--- src/rtl/uart_tx.sv ---
// 8N1 UART transmitter: start bit, eight data bits LSB first, stop bit.
// The bit period is BAUD clock cycles and tx comes straight from a flop.
module uart_tx #(
    parameter int unsigned BAUD = 434
) (
    input  logic       clk,
    input  logic       rst,
    input  logic [7:0] data,
    input  logic       start,
    output logic       ready,
    output logic       tx
);

    typedef enum logic [1:0] {
        IDLE,
        START,
        SHIFT
    } state_t;

    localparam logic [27:0] DIV_LAST = 28'(BAUD - 1);

    state_t      state;
    state_t      state_nx;
    logic [9:0]  shreg;
    logic [27:0] div_cnt;
    logic [3:0]  bit_cnt;
    logic        accept;
    logic        wrap;
    logic        last;

    always_comb begin
        state_nx = state;
        accept   = 1'b0;
        ready    = (state == IDLE);
        wrap     = (state != IDLE) && (div_cnt == DIV_LAST);
        last     = wrap && (bit_cnt == 4'd9);
        case (state)
            IDLE: begin
                if (start) begin
                    accept   = 1'b1;
                    state_nx = START;
                end
            end
            START:   if (wrap) state_nx = SHIFT;
            SHIFT:   if (last) state_nx = IDLE;
            default: state_nx = IDLE;
        endcase
    end

    always_ff @(posedge clk or negedge rst) begin
        if (!rst) state <= IDLE;
        else      state <= state_nx;
    end

    // tx is loaded with the bit that becomes the shift register LSB, so the
    // line tracks shreg[0] one flop deep; after the stop bit the fill 1 keeps it high.
    always_ff @(posedge clk or negedge rst) begin
        if (!rst) begin
            shreg   <= '0;
            div_cnt <= '0;
            bit_cnt <= '0;
            tx      <= 1'b1;
        end else if (accept) begin
            shreg   <= {1'b1, data, 1'b0};
            div_cnt <= '0;
            bit_cnt <= '0;
            tx      <= 1'b0;
        end else if (state != IDLE) begin
            if (wrap) begin
                div_cnt <= '0;
                shreg   <= {1'b1, shreg[9:1]};
                bit_cnt <= bit_cnt + 4'd1;
                tx      <= shreg[1];
            end else begin
                div_cnt <= div_cnt + 28'd1;
            end
        end
    end

endmodule

--- config.mk ---
export PLATFORM = sky130hd
export DESIGN_NAME = uart_tx
export DESIGN_NICKNAME = d
export VERILOG_FILES = /design/src/rtl/uart_tx.sv
export SDC_FILE = /design/constraint.sdc
export NUM_CORES = 1
export LEC_CHECK = 0
export ABC_CLOCK_PERIOD_IN_PS = 3000
export BUFFER_PORTS_ARGS = -buffer_cell sky130_fd_sc_hd__buf_4
export CAP_MARGIN = 25
export CORE_AREA = 4 4 97 53
export CTS_CLUSTER_SIZE = 30
export DETAILED_ROUTE_END_ITERATION = 16
export DIE_AREA = 0 0 101 57
export PLACE_DENSITY = 0.82
export REMOVE_ABC_BUFFERS = 1
export SYNTH_ARGS = -nofsm -noshare
export SYNTH_HDL_FRONTEND = slang
export SYNTH_SLANG_ARGS = --single-unit
--- constraint.sdc ---
create_clock -name clk -period 3 [get_ports clk]
set_input_delay 0.15 -clock clk [delete_from_list [all_inputs] [get_ports clk]]
set_output_delay 0.15 -clock clk [all_outputs]
set_load 0.1 [all_outputs]
=== Yosys cells after proc, flatten, opt, wreduce, memory -nomap -nowiden ===
Cells that the tools add are included.
Widths: inputs -> output; s select.

* Word-level logic and storage cells: 40
* Flip-flop bits (word level): 45
* Input bits: 11

* Add/sub/neg operators: 2
* Reductions and logical operators: 8
* Eq/ne operators: 7
* Muxes and demuxes: 18

{| class="wikitable"
|+ Operator list
! kind !! count
|-
| $mux 28 || 3
|-
| $mux 10 || 3
|-
| $add 28x1->28 const B || 1
|-
| $eq 28x9->1 const B || 1
|-
| $mux 4 || 3
|-
| $mux 2 || 3
|-
| $ne 2x2->1 const B || 3
|-
| $pmux 2 s3 || 1
|-
| $reduce_bool 2->1 || 3
|-
| $mux 1 || 5
|-
| $add 4x1->4 const B || 1
|-
| $eq 4x4->1 const B || 1
|-
| $reduce_and 3->1 || 1
|-
| $eq 2x1->1 const B || 1
|-
| $eq 2x2->1 const B || 1
|-
| $logic_and 1x1->1 || 2
|-
| $logic_not 2->1 || 1
|-
| $reduce_and 2->1 || 1
|}

=== Depth between registers and ports, before layout ===
Gate-level depths: netlist of run 1.

* Depth after elaboration: 5
* Mapped depth: 10

=== Worst setup path after synthesis of run 1 ===
Ideal clock, no wire load.

* Kind: flip-flop to flip-flop
* From: register state[1]
* To: register div_cnt[10]
* Required time: 2,879 ps
* Period minus slack after synthesis: 2,895 ps
* Stages on the path, launching flop included: 9
* Setup slack: 105 ps
* Arrival time: 2,774 ps
* Path buffers: 3
* Setup time: 121 ps
* Path through: dfrtp_1 -> or2_2 -> buf_2 -> inv_1 -> clkbuf_1 -> nand2_1 -> nand2_2 -> buf_2 -> nor2_1

* Elaborated cells between the ends (all ways): 8

{| class="wikitable"
|+ RTL lines
! item !! RTL line !! text
|-
| start, declared || 22 || <nowiki>state_t state;</nowiki>
|-
| start signal, assigned || 52 || <nowiki>else state <= state_nx;</nowiki>
|-
| $logic_not 2->1 * || -- ||
|-
| named net ready || 10 || <nowiki>output logic ready,</nowiki>
|-
| $mux 1 * || 37 || <nowiki>case (state)</nowiki>
|-
| $mux 28 / $reduce_bool 2->1 (equally long branches) || -- ||
|-
| end signal, assigned || 75 || <nowiki>div_cnt <= div_cnt + 28'd1;</nowiki>
|-
| end, declared || 25 || <nowiki>logic [27:0] div_cnt;</nowiki>
|}

Mark *: on every way through the listed nets, which the timed path passes. The rest lies on a longest branch. The select of a mux whose other input is x is not followed.
A chain may end at the register's enable or synchronous reset.

=== Worst setup path in the final report of run 1 ===
* From: register div_cnt[1]
* To: register div_cnt[25]

* Cells in the longest elaborated chain, start to end: 5
* Elaborated cells between the ends (all ways): 6

{| class="wikitable"
|+ Ends and longest elaborated chain
! item !! RTL line !! text
|-
| branches (longest 2 deep; another with $add 28x1->28) || -- ||
|-
| $mux 28 * || 69 || <nowiki>if (wrap) begin</nowiki>
|-
| $mux 28 * || 68 || <nowiki>end else if (state != IDLE) begin</nowiki>
|-
| $mux 28 * || 63 || <nowiki>end else if (accept) begin</nowiki>
|}

Mark *: on every way between the ends. The select of a mux whose other input is x is not followed.

==> results of run 1 <==
power groups by stage:
stage	Combinational [µW]	Clock [µW]	Sequential [µW]
CTS	23.1	455	592
finish	21.8	443	592
global route	25.4	485	593
global placement	21.9	0	604
floorplan	0.101	0	604
detailed placement	22.1	0	604
what timing repair did:
item	4_1_cts	5_1_grt
setup endpoints to repair	0	0
buffers inserted	0	0
hold buffers	1	0
endpoints found under the hold margin	43	0
registers in the layout, summed over array words and instances, names as in the netlist:
register and cells:
bit_cnt 4, div_cnt 28, shreg 9, state 2, tx 1
area by class of cell:
| type | instances | area (µm²) |
|---|---|---|
| Clock buffer | 6 | 72.6 |
| Clock inverter | 2 | 35.0 |
| Fill cell | 368 | 1690 |
| Inverter | 7 | 26.3 |
| Multi-Input combinational cell | 196 | 1140 |
| Sequential cell | 44 | 1100 |
| Tap cell | 57 | 71.3 |
| Timing Repair Buffer | 18 | 138 |
worst register-to-register path: stages (launching register included):
cell and delay (ns):
dfrtp_1 0.42, inv_1 0.09, ha_1 0.15, nor4b_2 0.21, nand4_1 0.16, or4_1 0.80, and4_1 0.31, a211o_1 0.26
cell usage after synthesis:
library cell  instances
a211o_1               1
a21oi_1               8
a31oi_1              10
and2_0                1
and2_1                2
and3_1                1
and4_1                4
buf_2                 6
buf_6                 1
clkbuf_1              4
dfrtp_1              43
dfstp_2               1
ha_1                  4
inv_1                 7
nand2_1              35
nand2_2               1
nand2b_1              2
nand3_1              16
nand4_1              18
nor2_1               32
nor2b_1               1
nor3_1                4
nor4_1                7
nor4_2                4
nor4b_2               1
o21ai_0              11
o21ai_1               1
o22ai_1               1
o31ai_1               1
or2_2                 1
or3_1                 5
or4_1                 5
or4b_1                1
xnor2_1               4
xor2_1               14
cells by family after synthesis:
kind of cell / synth area share [%]
AOI/OAI and AO/OA: 7.98
xor gates and xnor gates: 6.79
adders and majority gates: 2.16
buffers and inverters: 3.56
DFF: 47.5
and+or+nand+nor: 32.0
layer usage:
metal | share of wire (%) | routed length, µm
met1 | 56 | 2770
met2 | 37 | 1840
met3 | 6.6 | 326
met4 | 0.86 | 43
met5 | 0 | 0
through the flow:
step	worst slack [ns]	area (µm²)
floorplan	0.486	2260
global placement	0.533	2460
detailed placement	0.506	2460
CTS	0.488	2580
global route	0.363	2580
finish	0.503	2580
placed cells by master (no fill, tap or decap), types with 2 or more instances in the layout:
cell type	instances
a21oi_1	8
a31oi_1	10
and2_1	2
and4_1	4
buf_4	17
clkbuf_8	5
dfrtp_1	43
ha_1	4
inv_1	7
nand2_1	35
nand2b_1	2
nand3_1	16
nand4_1	18
nor2_1	32
nor3_1	4
nor4_1	7
nor4_2	4
o21ai_0	11
or3_1	5
or4_1	5
xnor2_1	4
xor2_1	14
worst max-delay path by stage:
| stage | depth (start not counted) | slack, ns | to | from |
|---|---|---|---|---|
| finish | 7 | 0.50 | div_cnt[25] | div_cnt[1] |
| global route | 7 | 0.36 | div_cnt[5] | div_cnt[1] |
| CTS | 7 | 0.49 | div_cnt[5] | div_cnt[1] |
| detailed placement | 7 | 0.51 | div_cnt[5] | div_cnt[1] |
| global placement | 7 | 0.53 | div_cnt[25] | div_cnt[1] |
| floorplan | 5 | 0.49 | div_cnt[10] | state[1] |
==> flow_summary_export.csv, run 1 <==
group,metric,value,unit
grt,grtUsageMet3,5.13,%
sta,hold_ws,0.126,ns
setup_path,cp-start-kind,"flip-flop",
setup_path,cp.required,3.18,ns
clock_network,cts_max_level,2,
logic_synthesis,synth_top_area_share,46.4,%
grt,grt_max_degree,45,
sta,finalCriticalPeriod,2.50,ns
clock_network,clock_latency,0.29,ns
logic_synthesis,yosysSeqAreaShare,47.5,%
setup_path,r2r-end,"div_cnt[25]",
floorplan,ios,13,
route,firstDrtPassIters,4,
setup_path,cp_max_fo,16,
sta,timing.final.crit_share,83.2,%
sta,finalHoldViolCount,0,
setup_path,arrival,2.68,ns
power,switching_power,208,µW
logic_synthesis,yosys_warnings,0,
clock_network,numCtsBuffers,5,
placement,gp_congestion,0.931,
grt,grt_remaining_overflow,0,
route,antenna_left,0,
setup_path,critical-path-top-delay-family,"simple AND/OR/NAND/NOR gates",
worst_hold_path,hp-start,"data[4]",
sta,slew_viol_final,0,
setup_path,crit_chain,"inv_1, ha_1, nor4b_2, nand4_1, or4_1, and4_1, a211o_1",
placement,dp_hpwl,3580,µm
route,drc,0,
run,maxCapViolations,0,
cells_and_area,syn_to_final_growth,11.2,%
logic_synthesis,ys_seq_elements,44,
outcome,status,"finished, final reports clean",
grt,grt_pass1_vias,1677,
power,power.density,410,nW/µm²
power,power_frac_clock,41.9,%
sta,setup_violations,0,
setup_path,cpPeakStageDelay,0.80,ns
route,drt-total-wl,4980,µm
power,switching_share,19.7,%
floorplan,die_h,57,µm
sta,max_freq,400,MHz
clock_network,tritoncts,"built",
clock_network,clock_sinks,44,
grt,met1_usage,31.6,%
sta,worst_pin_slew,0.545,ns
sta,fin_tns_setup,0,ns
placement,portBuffers,12,
logic_synthesis,synth_cell_type_count,35,
logic_synthesis,synth_largest_area_cell,"dfrtp_1",
logic_synthesis,postSynthAreaPerCell,9.00,µm²
route,vias_per_cell,5.78,
route,drt_iter0_drc,165,
clock_network,clk_pin_slew,0.08,ns
clock_network,clockBufferDepth,2,
floorplan,rows,17,
worst_hold_path,whs_path_depth,3,
power,vdd_drop_max,0.205,mV
worst_hold_path,hp-class,"input pin to flip-flop",
cells_and_area,diodes,0,
power,power.total,1060,µW
sta,rsz0062_at_grt,"false",
floorplan,initial_core_util,54.3,%
clock_network,cts_root_buffer,"clkbuf_8",
setup_path,r2r_slack,0.50,ns
cells_and_area,final_util,60.4,%
power,seq_power_share,56.1,%
clock_network,ctsResizeCount,0,
power,p_leak,0.00112,µW
floorplan,core,4280,µm²
cells_and_area,layout-drive-gt1-share,11.7,%
logic_synthesis,netlist_instances,258,
setup_path,path_class,"flip-flop to flip-flop",
power,p_comb_share,2.1,%
setup_path,r2r-start,"div_cnt[1]",
cells_and_area,instances_no_fill,330,
grt,grt_pass1_wl,8270,µm
route,via_count,1907,
sta,slew_headroom,63.6,%
power,p_int,849,µW
floorplan,dieArea,5760,µm²
cells_and_area,fin_nets,287,
worst_hold_path,hold_path_end,"shreg[5]",
setup_path,critPathSlowestCell,"or4_1",
setup_path,reg2regPathDepth,7,
placement,placed_cells,321,
grt,grt-busiest-layer,"met1",
route,wl_per_cell,15.1,µm
logic_synthesis,syn_area,2320,µm²
logic_synthesis,synth.area.top_cells,"dfrtp_1 (46%), nand2_1 (5.7%), xor2_1 (5.3%), nor2_1 (5.2%), nand4_1 (4.9%)",
setup_path,crit_buf_inv,1,
floorplan,die_x,101,µm
sta,clock_skew,0.00775,ns
grt,grtUsageTotal,18.2,%
grt,use_met2,20.8,%
setup_path,endpoint_kind,"flip-flop",
grt,antenna_found_initial,0,
(Power assumes the default switching activity.)
==> inputs of run 2 (changes only) <==
- ABC_AREA: default -> 1
- ABC_CLOCK_PERIOD_IN_PS: 3000 -> 2100
- CORE_AREA: 4 4 97 53 -> 4 4 106 58
- DIE_AREA: 0 0 101 57 -> 0 0 110 62
- PLACE_DENSITY: 0.82 -> 0.83
- clock period: 3 -> 2.1 ns (I/O delays scaled with it)
==> run 2 against run 1 <==
- utilization down 2.9 points
- highest routed layer unchanged
- routed wire length up 43%
- sequential cell count unchanged
- count of clock-buffer cells in the layout did not move
- first-iteration DRC count rose by 65%
- hold slack worse by 0.12 ns
- via count is 38% higher
- global-route usage is 4.1 points higher
- critical path depth is 4 higher
- critical path type unchanged
==> flow_summary_export.csv, run 2 <==
group,metric,value,unit
cells_and_area,syn_to_final_growth,9.43,%
logic_synthesis,synthFlopType,"dfrtp_1",
logic_synthesis,syn_area,2760,µm²
cells_and_area,fin_area,3020,µm²
logic_synthesis,synth-edff-count,0,
logic_synthesis,synth_cell_type_count,26,
route,vias_per_cell,5.23,
setup_path,crit_buf_inv,3,
grt,grt_remaining_overflow,0,
route,drt-total-wl,7110,µm
logic_synthesis,synthAdderAreaFrac,1.81,%
logic_synthesis,yosys-top-cells-count,"nand2_1 (135), nor2_1 (91), dfrtp_1 (43)",
sta,max_freq,512,MHz
route,antenna_left,0,
cells_and_area,diodes,0,
logic_synthesis,ys_seq_elements,44,
clock_network,clock_sinks,44,
cells_and_area,largest_register,"div_cnt",
clock_network,numCtsBuffers,5,
route,via_count,2627,
cells_and_area,final_util,57.5,%
power,vdd_drop_max,0.286,mV
floorplan,initial_core_util,52.5,%
outcome,status,"finished, final reports clean",
logic_synthesis,synth.area.top_cells,"dfrtp_1 (39%), nand2_1 (18%), nor2_1 (12%), nand3_1 (7.4%), inv_1 (4.8%)",
cells_and_area,top_regs,"div_cnt x28, shreg x9, bit_cnt x4",
sta,setup_violations,0,
sta,finalCriticalPeriod,1.95,ns
cells_and_area,num-fill-cells,474,
logic_synthesis,synth-xor-area-share,2.22,%
setup_path,crit_chain,"inv_1, ha_1, inv_1, nor2_1, nand2_1, nor2_1, nand2_1, inv_1, nand2_2, nand2_2, or2_2",
power,p_leak,0.00146,µW
grt,grt_pass1_wl,11500,µm
grt,grtUsageTotal,22.3,%
cells_and_area,layout_common_cells,"nand2_1 (135), nor2_1 (91), dfrtp_1 (43), nand3_1 (41), inv_1 (35)",
placement,dp_hpwl,5350,µm
logic_synthesis,synth_top_area_share,39.0,%
logic_synthesis,synth_largest_area_cell,"dfrtp_1",
cells_and_area,final_common_cell,"nand2_1",
placement,gp_congestion,0.988,
run,maxCapViolations,0,
logic_synthesis,synth_compound_gate_area_share,2.63,%
setup_path,endpoint_kind,"flip-flop",
setup_path,critical-path-top-delay-family,"simple AND/OR/NAND/NOR gates",
route,firstDrtPassIters,5,
cells_and_area,largest_reg_flops,28,
setup_path,crit_top_cell,"inv_1",
floorplan,die_h,62,µm
power,power.density,506,nW/µm²
logic_synthesis,ys_async_sr_fraction,100,%
route,wl_per_cell,14.2,µm
logic_synthesis,synth_top_family_by_area,"simple AND/OR/NAND/NOR gates",
setup_path,cp_max_fo,17,
setup_path,cp-start-kind,"flip-flop",
logic_synthesis,yosys_warnings,0,
logic_synthesis,synth_mux_area_share,0,%
setup_path,path_class,"flip-flop to flip-flop",
sta,slew_headroom,61.9,%
floorplan,dieArea,6820,µm²
clock_network,clk_pin_slew,0.08,ns
clock_network,clock_latency,0.30,ns
logic_synthesis,yosysSeqAreaShare,39.9,%
grt,antenna_found_initial,0,
setup_path,cp.required,2.28,ns
setup_path,critPathSlowestCell,"dfrtp_1",
cells_and_area,layout-drive-gt1-share,10.5,%
setup_path,cpPeakStageDelay,0.41,ns
placement,portBuffers,12,
power,p_int,1220,µW
clock_network,cts_max_level,2,
grt,grt_pass1_vias,2331,
floorplan,ios,13,
power,switching_power,314,µW
floorplan,rows,19,
power,switching_share,20.5,%
sta,slew_viol_final,0,
clock_network,cts_root_buffer,"clkbuf_8",
placement,placed_cell_area,2900,µm²
route,drc,0,
logic_synthesis,yosys.area_share.simple,45.9,%
logic_synthesis,yosysMostFrequentCell,"nand2_1",
power,p_comb_share,2.3,%
logic_synthesis,postSynthAreaPerCell,6.70,µm²
sta,worst_pin_slew,0.571,ns
setup_path,arrival,2.14,ns
sta,fin_tns_setup,0,ns
power,power_frac_clock,42.2,%
sta,rsz0062_at_grt,"false",
floorplan,die_x,110,µm
grt,grt_max_degree,45,
clock_network,cts_setup_buffers,0,
power,seq_power_share,55.5,%
worst_hold_path,hp-class,"input pin to flip-flop",
sta,finalHoldViolCount,0,
cells_and_area,fin_nets,443,
clock_network,tritoncts,"built",
sta,hold_ws,0.0111,ns
logic_synthesis,netlist_instances,412,
floorplan,core,5250,µm²
sta,clock_skew,0.00816,ns
sta,timing.final.crit_share,93.0,%
clock_network,clockBufferDepth,2,
route,drt_iter0_drc,273,
==> run 2: cell type report <==
| cell class | instances | area [µm²] | share of cell area (%) |
|---|---|---|---|
| clock buffer | 6 | 72.6 | 2.40 |
| clock inverter | 2 | 35.0 | 1.16 |
| inverter | 39 | 146 | 4.85 |
| multi-input combinational | 322 | 1450 | 48.0 |
| sequential | 44 | 1100 | 36.5 |
| tap | 73 | 91.3 | 3.02 |
| timing repair buffer | 16 | 123 | 4.06 |
==> run 2: timing repair <==
item,CTS,global route
endpoints found under the hold margin,43,0
endpoints found under the setup margin,0,0
hold buffers,1,0
resized for setup,0,0
==> run 2: final timing paths <==
kind                            start         end  slack, ns  cells after the start
max reg2reg                div_cnt[1]    shreg[9]       0.15                     11
min in group asynchronous         rst  bit_cnt[1]       0.34                      2
max in group asynchronous         rst          tx       1.36                      2
min                           data[0]    shreg[1]       0.01                      3
min reg2reg                  shreg[9]    shreg[9]       0.49                      1
max                        div_cnt[1]    shreg[9]       0.15                     11
==> run 2: power groups by stage <==
stage / Clock [µW] / Combinational (µW) / Sequential, µW
6_report: 645 / 35.9 / 849
4_1_cts: 656 / 36.8 / 849
3_3_place_gp: 0 / 35.5 / 866
5_1_grt: 691 / 40.4 / 849
3_5_place_dp: 0 / 35.2 / 866
2_1_floorplan: 0 / 3.45 / 865
==> run 2: metrics by stage <==
stage	std cells	setup WS (ns)	power (µW)
after detailed placement	493	0.197	901
after CTS	502	0.168	1540
after global placement	493	0.245	901
final	502	0.146	1530
after global routing	502	0.00762	1580
after floorplan	405	-0.431	869
==> run 2: logic make-up (layout without fill, tap and decap cells) <==
group / Yosys count / count (layout)
buffers and inverters: 46 / 63
AOI/OAI and AO/OA: 14 / 14
adders and majority gates: 4 / 4
DFF: 44 / 44
xor gates and xnor gates: 7 / 7
and+or+nand+nor: 297 / 297
==> run 2: routing by layer <==
metal	vias up	global-route usage [%]	share of wire [%]
met3	6	5.88	9.1
li1	1306	-	-
met1	1194	35.4	51
met2	121	30.3	39
met5	-	0	0
met4	0	4.09	0.52
==> run 2: worst min-delay path, cell delays in order <==
cell     delay [ns]
buf_4          0.07
nand2_1        0.04
nand2_1        0.06
==> inputs of run 3 (changes only) <==
- REMOVE_ABC_BUFFERS: 1 -> default
==> run 3 against run 2 <==
- via count rose by 3.1%
- setup slack improved by 0.096 ns
- sequential share of layout area fell by 0.34 points
- sequential power barely moved
- routed wire length rose by 0.84%
- final area rose by 0.95%
- cell count rose by 0.20%
- critical path depth fell by 1
- critical endpoint is now div_cnt[26]
==> flow_summary_export.csv, run 3 (same netlist as run 2, synthesis figures left out) <==
group,metric,value,unit
outcome,status,"finished, final reports clean",
placement,dp_hpwl,5350,µm
clock_network,cts_root_buffer,"clkbuf_8",
setup_path,cp.required,2.34,ns
cells_and_area,diodes,0,
power,vdd_drop_max,0.326,mV
grt,grt_pass1_wl,11500,µm
placement,portBuffers,12,
sta,timing.final.crit_share,88.5,%
grt,grtUsageTotal,22.4,%
cells_and_area,largest_register,"div_cnt",
sta,worst_pin_slew,0.591,ns
setup_path,r2r-end,"div_cnt[26]",
sta,finalCriticalPeriod,1.86,ns
floorplan,die_x,110,µm
floorplan,dieArea,6820,µm²
clock_network,ctsResizeCount,0,
sta,rsz0062_at_grt,"false",
worst_hold_path,hold_path_end,"shreg[4]",
run,maxCapViolations,0,
sta,setup_violations,0,
route,firstDrtPassIters,5,
sta,fin_tns_setup,0,ns
cells_and_area,instances_no_fill,503,
floorplan,initial_core_util,52.5,%
worst_hold_path,hp-class,"input pin to flip-flop",
route,drt-total-wl,7170,µm
placement,gp_congestion,0.913,
sta,slew_headroom,60.5,%
grt,grt_max_degree,45,
power,power.density,520,nW/µm²
logic_synthesis,syn_nets,427,
setup_path,r2r_slack,0.24,ns
cells_and_area,top_regs,"div_cnt x28, shreg x9, bit_cnt x4",
worst_hold_path,whs_path_depth,3,
grt,grt_remaining_overflow,0,
route,drt_iter0_drc,298,
clock_network,cts_max_level,2,
clock_network,clockBufferDepth,2,
clock_network,clock_sinks,44,
sta,finalHoldViolCount,0,
cells_and_area,final_common_cell,"nand2_1",
route,drc,0,
setup_path,arrival,2.10,ns
setup_path,reg2regPathDepth,10,
clock_network,numCtsBuffers,5,
route,wl_per_cell,14.3,µm
grt,antenna_found_initial,0,
cells_and_area,num-fill-cells,506,
clock_network,clk_pin_slew,0.09,ns
setup_path,cp-start-kind,"flip-flop",
cells_and_area,layout_common_cells,"nand2_1 (135), nor2_1 (91), dfrtp_1 (43), nand3_1 (41), inv_1 (35)",
floorplan,ios,13,
route,vias_per_cell,5.38,
cells_and_area,layout-drive-gt1-share,10.7,%
setup_path,endpoint_kind,"flip-flop",
floorplan,die_h,62,µm
worst_hold_path,hp-start,"data[3]",
cells_and_area,largest_reg_flops,28,
setup_path,r2r-start,"div_cnt[0]",
sta,max_freq,538,MHz
clock_network,tritoncts,"built",
route,via_count,2708,
floorplan,core,5250,µm²
setup_path,cp_max_fo,7,
clock_network,clock_latency,0.31,ns
power,p_leak,0.00147,µW
clock_network,cts_setup_buffers,0,
floorplan,rows,19,
sta,slew_viol_final,0,
cells_and_area,syn_to_final_growth,10.5,%
cells_and_area,fin_nets,444,
route,antenna_left,0,
sta,clock_skew,0.0110,ns
setup_path,path_class,"flip-flop to flip-flop",
grt,grt_pass1_vias,2297,
placement,placed_cells,493,
[run 3: changes by cell type in the layout (fill, tap and decap cells not counted)]
cell and delta:
clkbuf_1 -1, clkbuf_8 +1, clkinv_2 -1, clkinv_4 +1, dlygate4sd3_1 +1, nor2_2 -1, nor2_4 +1
[run 3: worst max path at each step]
stage,from,endpoint,slack (ns),cells after the start
6_report,div_cnt[0],div_cnt[26],0.24,10
3_3_place_gp,div_cnt[0],shreg[9],0.40,10
5_1_grt,div_cnt[0],div_cnt[26],0.04,10
3_5_place_dp,div_cnt[0],div_cnt[26],0.23,10
2_1_floorplan,state[1],bit_cnt[3],0.26,7
4_1_cts,div_cnt[0],div_cnt[26],0.22,10
[run 3: layout make-up]
class / count / area (µm²) / area share [%]
Tap cell: 73 / 91.3 / 3.00
Clock inverter: 2 / 38.8 / 1.27
Multi-Input combinational cell: 322 / 1460 / 47.7
Timing Repair Buffer: 17 / 133 / 4.35
Clock buffer: 6 / 82.6 / 2.71
Sequential cell: 44 / 1100 / 36.2
Inverter: 39 / 146 / 4.80
[run 3: critical path, stage by stage, from the launching register on]
cell	delay, ns
dfrtp_1	0.44
ha_1	0.22
inv_1	0.07
nor2_1	0.04
nand2_1	0.06
nor2_1	0.04
nand2_1	0.11
nor2_4	0.08
nor2_1	0.47
nand3_1	0.17
nand2_1	0.09
[run 3: where the power goes]
part | switching (µW) | total, µW | leakage, µW | internal, µW
Combinational | 22.2 | 37.8 | 0.000905 | 15.6
Clock | 309 | 699 | 0.0000614 | 389
Sequential | 1.54 | 849 | 0.000505 | 847
Total | 333 | 1590 | 0.00147 | 1250
[run 3: through the flow]
step	setup WS, ns	hold WS (ns)	utilization (%)	total power [µW]	instance area (µm²)
floorplan	0.265	-0.191	-	869	2770
global placement	0.395	0.132	55.3	901	2910
detailed placement	0.229	0.134	55.3	902	2910
CTS	0.223	0.00527	58.0	1600	3050
global route	0.0425	0.0210	58.0	1630	3050
finish	0.242	0.00270	58.0	1590	3050
[run 3: layer usage]
layer / GRT usage [%] / wire length (µm) / share of wire (%) / up-vias
li1: - / - / - / 1308
met1: 35.0 / 3520 / 49 / 1244
met2: 31.6 / 2800 / 39 / 144
met5: 0 / 0 / 0 / -
met4: 5.51 / 93 / 1.3 / 0
met3: 4.23 / 763 / 11 / 12
[run 3: repair_timing]
action	4_1_cts	5_1_grt
hold buffers	2	0
endpoints found under the setup margin	0	0
hold endpoints to repair	44	0
